`src/rtl/addsub_serial_if.sv`:
```
// Operand/result bundle for addsub_serial.
// Both sides use strict valid/ready: a transfer happens on a rising clk edge
// where valid and ready are both 1; a producer holds valid (and its data)
// until that edge, and ready never depends combinationally on valid.
interface addsub_serial_if #(
   parameter int WIDTH = 16
) ();
   logic             in_valid;
   logic             in_ready;
   logic [WIDTH-1:0] a;
   logic [WIDTH-1:0] b;
   logic             ci;
   logic             mode;
   logic             out_valid;
   logic             out_ready;
   logic [WIDTH-1:0] s;
   logic             co;
   logic             ovf;
   logic             z;

   modport master (
      output in_valid, a, b, ci, mode, out_ready,
      input  in_ready, out_valid, s, co, ovf, z
   );

   modport slave (
      input  in_valid, a, b, ci, mode, out_ready,
      output in_ready, out_valid, s, co, ovf, z
   );
endinterface

```
`src/rtl/addsub_serial.sv`:
```
// Digit-serial adder/subtractor: CHUNK bits per cycle, LSB chunk first,
// carry/borrow chained through r_chain. Result fields are registered on the
// edge entering DONE and hold until the next DONE entry or reset.
// o_state exposes the FSM state (0=IDLE, 1=RUN, 2=DONE).
module addsub_serial #(
   parameter int WIDTH = 16,
   parameter int CHUNK = 4
) (
   input  logic           clk,
   input  logic           rst_n,
   addsub_serial_if.slave bus,
   output logic [1:0]     o_state
);
   localparam int NCHUNK = WIDTH / CHUNK;
   localparam int CW = (NCHUNK > 1) ? $clog2(NCHUNK) : 1;
   localparam logic [CW-1:0] LAST_CNT = CW'(NCHUNK - 1);

   typedef enum logic [1:0] {
      IDLE = 2'd0,
      RUN  = 2'd1,
      DONE = 2'd2
   } state_t;

   state_t           r_state;
   state_t           w_state_next;
   logic             w_in_ready;
   logic             w_out_valid;

   logic [WIDTH-1:0] r_a;
   logic [WIDTH-1:0] r_b;
   logic [WIDTH-1:0] r_res;
   logic             r_chain;
   logic             r_mode;
   logic             r_a_msb;
   logic             r_b_msb;
   logic [CW-1:0]    r_cnt;

   logic [WIDTH-1:0] r_s;
   logic             r_co;
   logic             r_ovf;
   logic             r_z;

   logic [CHUNK:0]   w_ext_a;
   logic [CHUNK:0]   w_ext_bc;
   logic [CHUNK:0]   w_sum;
   logic [CHUNK-1:0] w_r;
   logic             w_c;
   logic [WIDTH-1:0] w_res_next;
   logic             w_s_msb;
   logic             w_ovf;
   logic             w_accept;
   logic             w_last;

   assign w_accept = (r_state == IDLE) && bus.in_valid;
   assign w_last   = (r_state == RUN) && (r_cnt == LAST_CNT);

   // Operand chunk widened by one bit so the borrow compare sees b_k + chain.
   assign w_ext_a  = {1'b0, r_a[CHUNK-1:0]};
   assign w_ext_bc = {1'b0, r_b[CHUNK-1:0]} + {{CHUNK{1'b0}}, r_chain};

   // One chunk of add or subtract; c is the carry (add) or borrow (sub) out.
   always_comb begin
      w_sum = '0;
      w_c   = 1'b0;
      if (r_mode) begin
         w_sum = w_ext_a - w_ext_bc;
         w_c   = (w_ext_a < w_ext_bc);
      end else begin
         w_sum = w_ext_a + w_ext_bc;
         w_c   = w_sum[CHUNK];
      end
   end

   assign w_r = w_sum[CHUNK-1:0];

   // New chunk enters at the top; after NCHUNK cycles the LSB chunk sits at
   // bit 0. The shift form also covers CHUNK == WIDTH (r_res >> WIDTH = 0).
   assign w_res_next = (WIDTH'(w_r) << (WIDTH - CHUNK)) | (r_res >> CHUNK);

   // Overflow uses the sign bits captured at acceptance, since the operand
   // registers have been shifted away by the time the result is complete.
   assign w_s_msb = w_res_next[WIDTH-1];
   assign w_ovf   = r_mode ? ((r_a_msb != r_b_msb) && (w_s_msb != r_a_msb))
                           : ((r_a_msb == r_b_msb) && (w_s_msb != r_a_msb));

   // State register.
   always_ff @(posedge clk or negedge rst_n) begin
      if (!rst_n) begin
         r_state <= IDLE;
      end else begin
         r_state <= w_state_next;
      end
   end

   // Next-state and handshake outputs.
   always_comb begin
      w_state_next = r_state;
      w_in_ready   = 1'b0;
      w_out_valid  = 1'b0;
      case (r_state)
         IDLE: begin
            w_in_ready = 1'b1;
            if (bus.in_valid) w_state_next = RUN;
         end
         RUN: begin
            if (r_cnt == LAST_CNT) w_state_next = DONE;
         end
         DONE: begin
            w_out_valid = 1'b1;
            if (bus.out_ready) w_state_next = IDLE;
         end
         default: w_state_next = IDLE;
      endcase
   end

   // Working registers: capture operands on acceptance, shift during RUN.
   always_ff @(posedge clk or negedge rst_n) begin
      if (!rst_n) begin
         r_a     <= '0;
         r_b     <= '0;
         r_res   <= '0;
         r_chain <= 1'b0;
         r_mode  <= 1'b0;
         r_a_msb <= 1'b0;
         r_b_msb <= 1'b0;
         r_cnt   <= '0;
      end else if (w_accept) begin
         r_a     <= bus.a;
         r_b     <= bus.b;
         r_chain <= bus.ci;
         r_mode  <= bus.mode;
         r_a_msb <= bus.a[WIDTH-1];
         r_b_msb <= bus.b[WIDTH-1];
         r_cnt   <= '0;
      end else if (r_state == RUN) begin
         r_a     <= r_a >> CHUNK;
         r_b     <= r_b >> CHUNK;
         r_res   <= w_res_next;
         r_chain <= w_c;
         r_cnt   <= r_cnt + 1'b1;
      end
   end

   // Result fields load only on the edge that enters DONE.
   always_ff @(posedge clk or negedge rst_n) begin
      if (!rst_n) begin
         r_s   <= '0;
         r_co  <= 1'b0;
         r_ovf <= 1'b0;
         r_z   <= 1'b0;
      end else if (w_last) begin
         r_s   <= w_res_next;
         r_co  <= w_c;
         r_ovf <= w_ovf;
         r_z   <= (w_res_next == '0);
      end
   end

   assign bus.in_ready  = w_in_ready;
   assign bus.out_valid = w_out_valid;
   assign bus.s         = r_s;
   assign bus.co        = r_co;
   assign bus.ovf       = r_ovf;
   assign bus.z         = r_z;
   assign o_state       = r_state;
endmodule

```
`src/flat_wrapper.sv`:
```
// flat-port wrapper written by rule: the top's interface ports become plain ports
module addsub_serial_flat 
#(
   parameter int WIDTH = 16,
   parameter int CHUNK = 4
)
  (clk, rst_n, o_state, bus_in_valid, bus_a, bus_b, bus_ci, bus_mode, bus_out_ready, bus_in_ready, bus_out_valid, bus_s, bus_co, bus_ovf, bus_z);
  addsub_serial_if #(.WIDTH(WIDTH)) bus_i ();
  input  logic clk;
  input  logic rst_n;
  output logic [1:0] o_state;
  input wire logic [$bits(bus_i.in_valid)-1:0] bus_in_valid;
  input wire logic [$bits(bus_i.a)-1:0] bus_a;
  input wire logic [$bits(bus_i.b)-1:0] bus_b;
  input wire logic [$bits(bus_i.ci)-1:0] bus_ci;
  input wire logic [$bits(bus_i.mode)-1:0] bus_mode;
  input wire logic [$bits(bus_i.out_ready)-1:0] bus_out_ready;
  output wire logic [$bits(bus_i.in_ready)-1:0] bus_in_ready;
  output wire logic [$bits(bus_i.out_valid)-1:0] bus_out_valid;
  output wire logic [$bits(bus_i.s)-1:0] bus_s;
  output wire logic [$bits(bus_i.co)-1:0] bus_co;
  output wire logic [$bits(bus_i.ovf)-1:0] bus_ovf;
  output wire logic [$bits(bus_i.z)-1:0] bus_z;
  assign bus_i.in_valid = bus_in_valid;
  assign bus_i.a = bus_a;
  assign bus_i.b = bus_b;
  assign bus_i.ci = bus_ci;
  assign bus_i.mode = bus_mode;
  assign bus_i.out_ready = bus_out_ready;
  assign bus_in_ready = bus_i.in_ready;
  assign bus_out_valid = bus_i.out_valid;
  assign bus_s = bus_i.s;
  assign bus_co = bus_i.co;
  assign bus_ovf = bus_i.ovf;
  assign bus_z = bus_i.z;
  addsub_serial #(.WIDTH(WIDTH), .CHUNK(CHUNK)) u_core (.clk(clk), .rst_n(rst_n), .bus(bus_i), .o_state(o_state));
endmodule
```
`config.mk`:
```
export PLATFORM = sky130hd
export DESIGN_NAME = addsub_serial_flat
export DESIGN_NICKNAME = d
export VERILOG_FILES = /design/src/rtl/addsub_serial_if.sv /design/src/rtl/addsub_serial.sv /design/src/flat_wrapper.sv
export SDC_FILE = /design/constraint.sdc
export NUM_CORES = 1
export LEC_CHECK = 0
export BUFFER_PORTS_ARGS = -buffer_cell sky130_fd_sc_hd__buf_4
export CAP_MARGIN = 20
export CORE_MARGIN = 2
export CORE_UTILIZATION = 45
export DETAILED_ROUTE_END_ITERATION = 6
export PLACE_DENSITY = 0.67
export REMOVE_ABC_BUFFERS = 1
export SLEW_MARGIN = 20
export SYNTH_ARGS = -nofsm -noshare
export SYNTH_HDL_FRONTEND = slang
export SYNTH_SLANG_ARGS = --single-unit
```
`constraint.sdc`:
```
create_clock -name clk -period 3.01 [get_ports clk]
set_input_delay 0.1505 -clock clk [delete_from_list [all_inputs] [get_ports clk]]
set_output_delay 0.1505 -clock clk [all_outputs]
set_load 0.03 [all_outputs]
```
# Word level (Yosys, flattened, before mapping)
# Index checks and enable logic that the tools add are counted.
[totals]
register_bits = 75
latch_bits = 0
ramBits = 0
romBits = 0
inputBits = 38
output_inout_bits = 23
wordCells = 55
memories = 0
[classes]
addsub = 4
multipliers = 0
div = 0
magnitude_cmp = 1
n_eq_ne = 9
n_shift = 0
n_mux = 17
bitwise_logic = 2
n_reduce_logical = 9
[ops]
columns = ["operator", "n"]
rows = [
  ["$mux W16", 4],
  ["$logic_not A16 Y1", 1],
  ["$or A16 B12 Y16", 1],
  ["$mux W2", 5],
  ["$mux W1", 6],
  ["$ne A2 B2 Y1 const B", 3],
  ["$pmux W2 S3", 1],
  ["$add A4 B1 Y5", 1],
  ["$add A4 B5 Y5", 1],
  ["$lt A4 B5 Y1", 1],
  ["$eq A2 B2 Y1 const B", 2],
  ["$logic_and A1 B1 Y1", 4],
  ["$mux W4", 1],
  ["$sub A4 B4 Y4", 1],
  ["$reduce_and A3 Y1", 1],
  ["$add A2 B1 Y2 const B", 1],
  ["$eq A2 B1 Y1 const B", 1],
  ["$logic_not A2 Y1", 1],
  ["$ne A1 B1 Y1", 2],
  ["$reduce_and A2 Y1", 1],
  ["$reduce_bool A2 Y1", 1],
  ["$eq A1 B1 Y1", 1],
  ["$not A1 Y1", 1],
]

# Depth between registers and ports, before layout
# Gate-level depths: netlist (run 1).
[logic_depth]
ltp_word = 7
ltp_mapped = 10
depth_no_buf = 10

# Worst setup path after synthesis (run 1)
# Ideal clock, no wire load.
[synth_timing]
kind = "register to register"
from = "register u_core.r_chain"
to = "register u_core.r_ovf (netlist: u_core.bus.ovf)"
setup_ns = 0.069
t_arrival_ns = 2.399
required_ns = 2.941
setup_slack_ns = 0.542
stages_incl_launch_ff = 10
path_buffers = 0
period_less_slack_ns = 2.468
path_cell_list = "dfrtp_1 ha_1 ha_1 xor2_1 ha_1 or3_4 nand4b_2 nand4_4 or4_1 nand3_1"
[synth_between]
elab_chain_cells = 7
elab_cells_between_ends = 9
cone_classes = "add/sub: 3; eq/ne: 1; mux: 2; bitwise: 1; reduce/logical: 2"
[synth_rtl]
columns = ["item", "line_no", "source"]
rows = [
  ["start, declared", "addsub_serial.sv:32", "logic r_chain;"],
  ["start signal, assigned", "addsub_serial.sv:130", "r_chain <= bus.ci;"],
  ["start signal, assigned", "addsub_serial.sv:139", "r_chain <= w_c;"],
  ["$add A4 B1 Y5 (*)", "addsub_serial.sv:59", "assign w_ext_bc = {1'b0, r_b[CHUNK-1:0]} + {{CHUNK{1'b0}}, r_chain};"],
  ["$add A4 B5 Y5 / $sub A4 B4 Y4 (equally long branches)", "addsub_serial.sv:69, addsub_serial.sv:66", ""],
  ["$mux W4 (*)", "addsub_serial.sv:65", "if (r_mode) begin"],
  ["$or A16 B12 Y16 (*)", "addsub_serial.sv:78", "assign w_res_next = (WIDTH'(w_r) << (WIDTH - CHUNK)) | (r_res >> CHUNK);"],
  ["$ne A1 B1 Y1 (*)", "addsub_serial.sv:83, addsub_serial.sv:84", ""],
  ["$logic_and A1 B1 Y1, on equally long branches", "addsub_serial.sv:84, addsub_serial.sv:83", ""],
  ["$mux W1 (*)", "addsub_serial.sv:83", "assign w_ovf = r_mode ? ((r_a_msb != r_b_msb) && (w_s_msb != r_a_msb))"],
  ["end signal, assigned", "addsub_serial.sv:154", "r_ovf <= w_ovf;"],
  ["end, declared", "addsub_serial.sv:40", "logic r_ovf;"],
]
# Mark *: on every way between the ends. The rest lies on a longest branch, timed or not.
# A chain may end at the register's enable or synchronous reset.

# Worst setup path in the final report (run 1)
# Ends and elaborated chain as after synthesis.

==> reports/qor.csv, run 1 <==
stage,metric,value,unit
cells_and_area,n_diodes,0,
route,DRC,0,
cts,deepest clock path buffer count,2,
worst_setup_path,Setup crit start kind,flip-flop,
cts,Worst-path clk slew,70,ps
min_path,Worst Hold Class,primary input to flip-flop,
cts,Root Buffer Master,clkbuf_8,
worst_setup_path,worst-path cell chain,ha_1 > ha_1 > xor2_1 > ha_1 > or3_4 > nand4b_2 > nand4_4 > or4_1 > nand3_1,
global_routing,vias in the first global route,2319,
run,Max-Cap Viols,0,
timing,final hold vios,0,
route,Final ANT Viol Nets,0,
power,Pwr Density,1170,mW/mm^2
cts,clock latency on the worst-skew pair,330,ps
yosys,asr flop ratio synth,100,%
power,Tot Pwr,4.58,mW
timing,count of pins over their slew limit,0,
cts,CTS HTree Levels,3,
placement,PortBufs,60,
worst_setup_path,crit path capture type,flip-flop,
placement,DP Cell Count,459,
placement,Routability Congestion,0.789,
cts,number of buffers created by CTS,9,
yosys,Post-synth EDFFs,0,
cells_and_area,layout net count,423,
cells_and_area,Post-Layout Cell Count,474,
die,Die Footprint,0.00794,sq mm
cts,Sink Count,71,
cells_and_area,FF+latch area,0.00178,sq mm
timing,Rel. slew slack,34.6,%
cts,CTS tree,built,
worst_setup_path,WS Path Type,flip-flop to flip-flop,
placement,Detail Placement HPWL,4420,microns
yosys,Yosys reg bits,71,
power,leakage,1.95,nW
cells_and_area,area delta synth->final,20.1,%
cells_and_area,share of cells above drive strength 1,24.3,%
timing,Tightest Pin Transition,981,ps
yosys,post-synthesis instance area,0.00326,sq mm
global_routing,total grt overflow,0,
placement,dpl cell area,0.00376,sq mm
timing,max frequency,0.384,GHz
yosys,"Top FF cell, synth",dfrtp_1,
cells_and_area,final instance area,0.00391,sq mm
yosys,synth warn,0,
worst_setup_path,"Req. time, crit path",3280,ps
cells_and_area,number of fill cells,685,
timing,"Period Utilization, post-route",86.4,%
die,die width,89.1,microns
yosys,cells after synthesis,314,
global_routing,initial antenna violation count,0,
global_routing,first-pass GRT wire length,10900,microns
route,Routed WL,6550,microns
die,Initial Util,45.7,%
yosys,Area contributors post-synth,"dfrtp_1, nand2_1, a22oi_1, ha_1, mux2_2",
power,"IR drop worst, VDD",0.473,mV
cells_and_area,multi-input logic area,0.00134,sq mm
die,total core area,0.00714,sq mm
yosys,post-synthesis sequential area ratio,54.5,%
yosys,leading area contributor after synthesis,dfrtp_1,
worst_setup_path,CP peak stage delay,470,ps
route,vias,2388,
cells_and_area,utilization after layout,54.8,%
worst_setup_path,"most used cell, CP",ha_1,
die,io pins,61,
worst_setup_path,worst path bufs/invs,0,
yosys,Yosys top cell area share,54.5,%
timing,RSZ-0062 raised after global routing,false,
timing,final setup violation count,0,
route,DR iter-0 viols,179,
die,# rows,31,
route,First-pass DRT Iterations,4,
die,die height,89.1,microns
timing,final clock skew,4.65,ps
worst_setup_path,CP top delay family,simple AND/OR/NAND/NOR gates,
yosys,Mean Syn Cell Area,10.4,sq um
global_routing,GRT Util Overall,17.9,%
route,vias per inst,5.04,
worst_setup_path,maximum fanout along the worst path,6,
worst_setup_path,Crit path arrival time,2870,ps
worst_setup_path,Slowest cell on crit path,or4_1,
timing,crit path time final,2600,ps
route,Avg WL per Cell,13.8,microns
global_routing,largest net degree at the start of global routing,72,
run_status,status,"finished, final reports clean",
timing,Final Hold Slack,14.4,ps
yosys,Yosys cell types,46,
## kinds of logic after synthesis
kind of cell | share of synthesized area, %
AND/OR/NAND/NOR | 17.4
multiplexers | 5.15
AO/OA/AOI/OAI | 12.0
adder cells (fa/ha/maj) | 5.45
flip-flops | 54.5
buffers and inverters | 4.42
XOR/XNOR | 1.08
## power breakdown
part | internal, mW | switching [mW] | leakage (nW) | total (mW)
registers | 1.40 | 0.312 | 0.898 | 1.71
logic | 0.911 | 1.36 | 0.977 | 2.27
clock network | 0.288 | 0.322 | 0.0761 | 0.610
total | 2.59 | 1.99 | 1.95 | 4.58
## layout make-up
type	count	area share, %
sequential	71	45.4
multi-input combinational	215	34.3
timing repair buffer	64	12.3
clock buffer	12	3.45
tap	99	3.16
inverter	11	1.05
clock inverter	2	0.256
## state kept, by name, summed over array words and instances (netlist names), 2 cells and up
signal	count
u_core.bus.s	16
u_core.r_a	16
u_core.r_b	16
u_core.r_res	12
u_core.o_state	2
u_core.r_cnt	2
## metrics by stage
step	setup slack (ps)	TNS, ps
2_1_floorplan	-135	-308
3_3_place_gp	489	0
3_5_place_dp	412	0
4_1_cts	398	0
5_1_grt	265	0
6_report	409	0
## per-layer routing
metal	vias up	wire length (microns)	global-route usage (%)
met1	1151	3090	26.0
met2	47	3150	26.4
met5	-	0	0
met3	9	223	3.69
met4	0	91	7.46
li1	1181	-	-
## synthesized netlist by cell type, types with 3 or more instances
cell / n
a22oi_1: 23
clkbuf_1: 12
mux2_1: 6
nand2_1: 96
o21ai_0: 10
nand3_1: 4
nor2_1: 5
dfrtp_1: 71
ha_1: 11
mux2_2: 8
inv_1: 11
nor3_1: 3
o21ai_1: 11
## cells in the final DEF, fill, tap and decap left out, types with 2 or more instances in the layout
cell	Yosys	layout
clkbuf_1	12	3
a221o_1	2	2
ha_1	11	11
or4_1	2	2
xnor2_1	2	2
buf_4	0	63
mux2_1	6	6
xor2_1	2	2
nor3_1	3	3
fa_1	2	2
clkbuf_8	2	9
a22oi_1	23	23
mux2_2	8	8
nand4_1	2	2
clkinv_2	0	2
o21ai_1	11	11
nand3_1	4	4
o21ai_0	10	10
nor2_1	5	4
a21oi_1	2	2
nor2b_2	1	2
inv_1	11	11
dfrtp_1	71	71
a22o_1	2	2
nand2b_1	2	2
nand2_1	96	96
## final timing paths
kind,startpoint,to,slack (ps),depth (start not counted)
worst max-delay path,u_core.r_chain$_DFFE_PN0P_,u_core.bus.ovf$_DFFE_PN0P_,410,9
worst min-delay path,bus_out_ready,u_core.o_state[1]$_DFFE_PN0P_,10,2
worst max register to register,u_core.r_chain$_DFFE_PN0P_,u_core.bus.ovf$_DFFE_PN0P_,410,9
worst min register to register,u_core.r_b[10]$_DFFE_PN0P_,u_core.r_b[10]$_DFFE_PN0P_,480,2
max in group asynchronous,rst_n,u_core.r_a[13]$_DFFE_PN0P_,1940,2
min in group asynchronous,rst_n,u_core.bus.s[8]$_DFFE_PN0P_,480,2
## timing repair
action,in CTS,in global routing
setup buffers,0,0
hold buffers,1,0
resized for setup,0,0
endpoints found under the hold margin,71,0
No activity file was read; power rests on OpenSTA's default activity.
==> run 2: changes to the inputs <==
==> constraint.sdc (replaced) <==
create_clock -name clk -period 2.6 [get_ports clk]
set_input_delay 0.13 -clock clk [delete_from_list [all_inputs] [get_ports clk]]
set_output_delay 0.13 -clock clk [all_outputs]
set_load 0.03 [all_outputs]
==> reports/qor.csv, run 2 (synthesis results as in run 1) <==
stage,metric,value,unit,change
min_path,hold depth,3,,+1
route,First-pass DRT Iterations,4,,unchanged
die,total core area,0.00714,sq mm,unchanged
run_status,status,"finished, final reports clean",,
worst_setup_path,crit path capture type,flip-flop,,
cts,Worst-path clk slew,70,ps,about the same
global_routing,vias in the first global route,2286,,-1.4%
worst_setup_path,CP peak stage delay,480,ps,about the same
worst_setup_path,Setup crit start kind,flip-flop,,
power,clock power share,17.4,%,+4.1 points
global_routing,largest net degree at the start of global routing,72,,unchanged
timing,Setup TNS,0,ps,unchanged
route,Routed WL,6430,microns,-2.0%
cells_and_area,final instance area,0.00414,sq mm,+5.7%
die,Die Footprint,0.00794,sq mm,unchanged
timing,"Period Utilization, post-route",95.3,%,+8.9 points
worst_setup_path,WS Path Type,flip-flop to flip-flop,,
cts,Root Buffer Master,clkbuf_8,,
timing,final clock skew,9.02,ps,+4.38 ps
timing,final hold vios,0,,unchanged
cts,number of buffers created by CTS,9,,unchanged
cells_and_area,n_diodes,0,,unchanged
cells_and_area,area delta synth->final,26.9,%,
cts,CTS tree,built,,
cts,clock latency on the worst-skew pair,340,ps,about the same
power,Comb power frac,47.6,%,-1.9 points
route,M1 WL,2990,microns,-3.2%
route,DRC,0,,unchanged
cts,deepest clock path buffer count,2,,unchanged
cells_and_area,"commonest non-fill, non-tap cells in the layout","nand2_1, dfrtp_1, buf_4, a22oi_1, dlygate4sd3_1",,
cells_and_area,layout net count,435,,+2.8%
timing,Rel. slew slack,33.8,%,-0.86 points
route,WL met3,212,microns,-4.9%
placement,dpl cell area,0.00375,sq mm,-0.20%
min_path,Hold Path End,u_core.r_a[3]$_DFFE_PN0P_,,
worst_setup_path,Slowest cell on crit path,or4_1,,
route,top sig layer,met4,,
placement,Setup WS pre-CTS,8.70,ps,-404 ps
timing,Tightest Pin Transition,993,ps,+11.9 ps
timing,crit path time final,2480,ps,-124 ps
min_path,hold wc startpoint,bus_a[3],,
worst_setup_path,Worst R2R Setup Slack,120,ps,-290 ps
cts,CTS HTree Levels,3,,unchanged
die,die width,89.1,microns,unchanged
power,leakage,2.04,nW,+4.3%
timing,Final Worst Setup Slack,122,ps,-286 ps
placement,Routability Congestion,0.802,,+1.6%
worst_setup_path,Worst R2R End,u_core.bus.ovf$_DFFE_PN0P_,,
power,Flop pwr share,35.1,%,-2.1 points
global_routing,total grt overflow,0,,unchanged
power,Switch Pwr,2.33,mW,+17%
route,vias per inst,5.05,,+0.26%
route,vias,2465,,+3.2%
route,met2 wire len,3130,microns,-0.79%
timing,count of pins over their slew limit,0,,unchanged
worst_setup_path,worst-path cell chain,ha_1 > ha_2 > xor2_2 > ha_4 > or3_4 > nand4b_2 > nand4_4 > or4_1 > nand3_1,,
route,Final ANT Viol Nets,0,,unchanged
worst_setup_path,reg2reg start,u_core.r_chain$_DFFE_PN0P_,,
placement,PortBufs,60,,unchanged
cells_and_area,Post-Layout Cell Count,488,,+3.0%
cells_and_area,share of cells above drive strength 1,24.9,%,+0.67 points
worst_setup_path,"Req. time, crit path",2870,ps,-410 ps
die,# rows,31,,unchanged
run,Max-Cap Viols,0,,unchanged
global_routing,initial antenna violation count,0,,unchanged
die,Initial Util,45.7,%,unchanged
die,die height,89.1,microns,unchanged
min_path,Worst Hold Class,primary input to flip-flop,,
route,Avg WL per Cell,13.2,microns,-4.8%
cts,Sink Count,71,,unchanged
power,sw frac,41.3,%,-2.1 points
power,total internal power,3.31,mW,+28%
placement,DP Cell Count,458,,-0.22%
placement,Detail Placement HPWL,4380,microns,-0.74%
cells_and_area,"commonest non-fill, non-tap cell in the layout",nand2_1,,
route,DR iter-0 viols,103,,-42%
worst_setup_path,maximum fanout along the worst path,5,,-1
timing,max frequency,0.404,GHz,+5.0%
die,io pins,61,,unchanged
worst_setup_path,Crit path arrival time,2750,ps,-120 ps
timing,RSZ-0062 raised after global routing,false,,
timing,final setup violation count,0,,unchanged
power,Tot Pwr,5.64,mW,+23%
global_routing,first-pass GRT wire length,10900,microns,about the same
global_routing,GRT Util Overall,17.8,%,-0.16 points
power,"IR drop worst, VDD",0.472,mV,-0.33%
worst_setup_path,FF-to-FF path depth,9,,unchanged
power,Pwr Density,1360,mW/mm^2,+16%
[run 2: worst max-delay path by stage]
stage,startpoint,end,slack [ps],cells past startpoint
3_3_place_gp,u_core.r_chain$_DFFE_PN0P_,u_core.bus.ovf$_DFFE_PN0P_,80,9
6_report,u_core.r_chain$_DFFE_PN0P_,u_core.bus.ovf$_DFFE_PN0P_,120,9
3_5_place_dp,u_core.r_chain$_DFFE_PN0P_,u_core.bus.ovf$_DFFE_PN0P_,9,9
2_1_floorplan,u_core.o_state[0]$_DFFE_PN0P_,u_core.r_chain$_DFFE_PN0P_,-540,4
5_1_grt,u_core.r_chain$_DFFE_PN0P_,u_core.bus.ovf$_DFFE_PN0P_,40,9
4_1_cts,u_core.r_chain$_DFFE_PN0P_,u_core.bus.ovf$_DFFE_PN0P_,3,9
[run 2: area by class of cell]
| class | count | area (sq um) |
|---|---|---|
| Sequential cell | 71 | 1780 |
| Clock buffer | 13 | 159 |
| Timing Repair Buffer | 76 | 603 |
| Clock inverter | 3 | 65.1 |
| Tap cell | 99 | 124 |
| Inverter | 11 | 41.3 |
| Multi-Input combinational cell | 215 | 1370 |
| Fill cell | 629 | 3000 |
[run 2: critical path, delay by kind of cell, from the launching register on]
| kind | cells | cell delay, ps |
|---|---|---|
| adder cells (fa/ha/maj) | 3 | 670 |
| AND/OR/NAND/NOR | 5 | 1170 |
| XOR/XNOR | 1 | 200 |
| flip-flops | 1 | 380 |
[run 2: per-stage QoR]
step           utilization [%]  hold slack (ps)
3_3_place_gp              52.6              308
3_5_place_dp              52.6              309
5_1_grt                   57.9          -0.0285
6_report                  57.9             6.44
2_1_floorplan                -             -166
4_1_cts                   57.5            0.725
[run 2: power by group through the flow]
stage / combinational [mW] / clock (mW) / sequential (mW)
floorplan: 1.63 / 0 / 2.17
global placement: 2.57 / 0 / 1.97
detailed placement: 2.64 / 0 / 1.99
CTS: 2.69 / 1.00 / 1.97
global route: 3.02 / 1.06 / 2.05
finish: 2.68 / 0.979 / 1.98
[run 2: repair_timing]
action,in CTS,in global routing
gates resized for setup,0,3
endpoints found under the setup margin,1,2
pin swaps,1,1
cloned,0,0
endpoints found under the hold margin,82,1
hold buffers,12,1
buffers inserted,1,0
[run 2: routing by layer]
layer | vias up | track usage [%]
met1 | 1198 | 26.0
met5 | - | 0
met3 | 6 | 2.86
li1 | 1207 | -
met2 | 54 | 26.1
met4 | 0 | 8.14
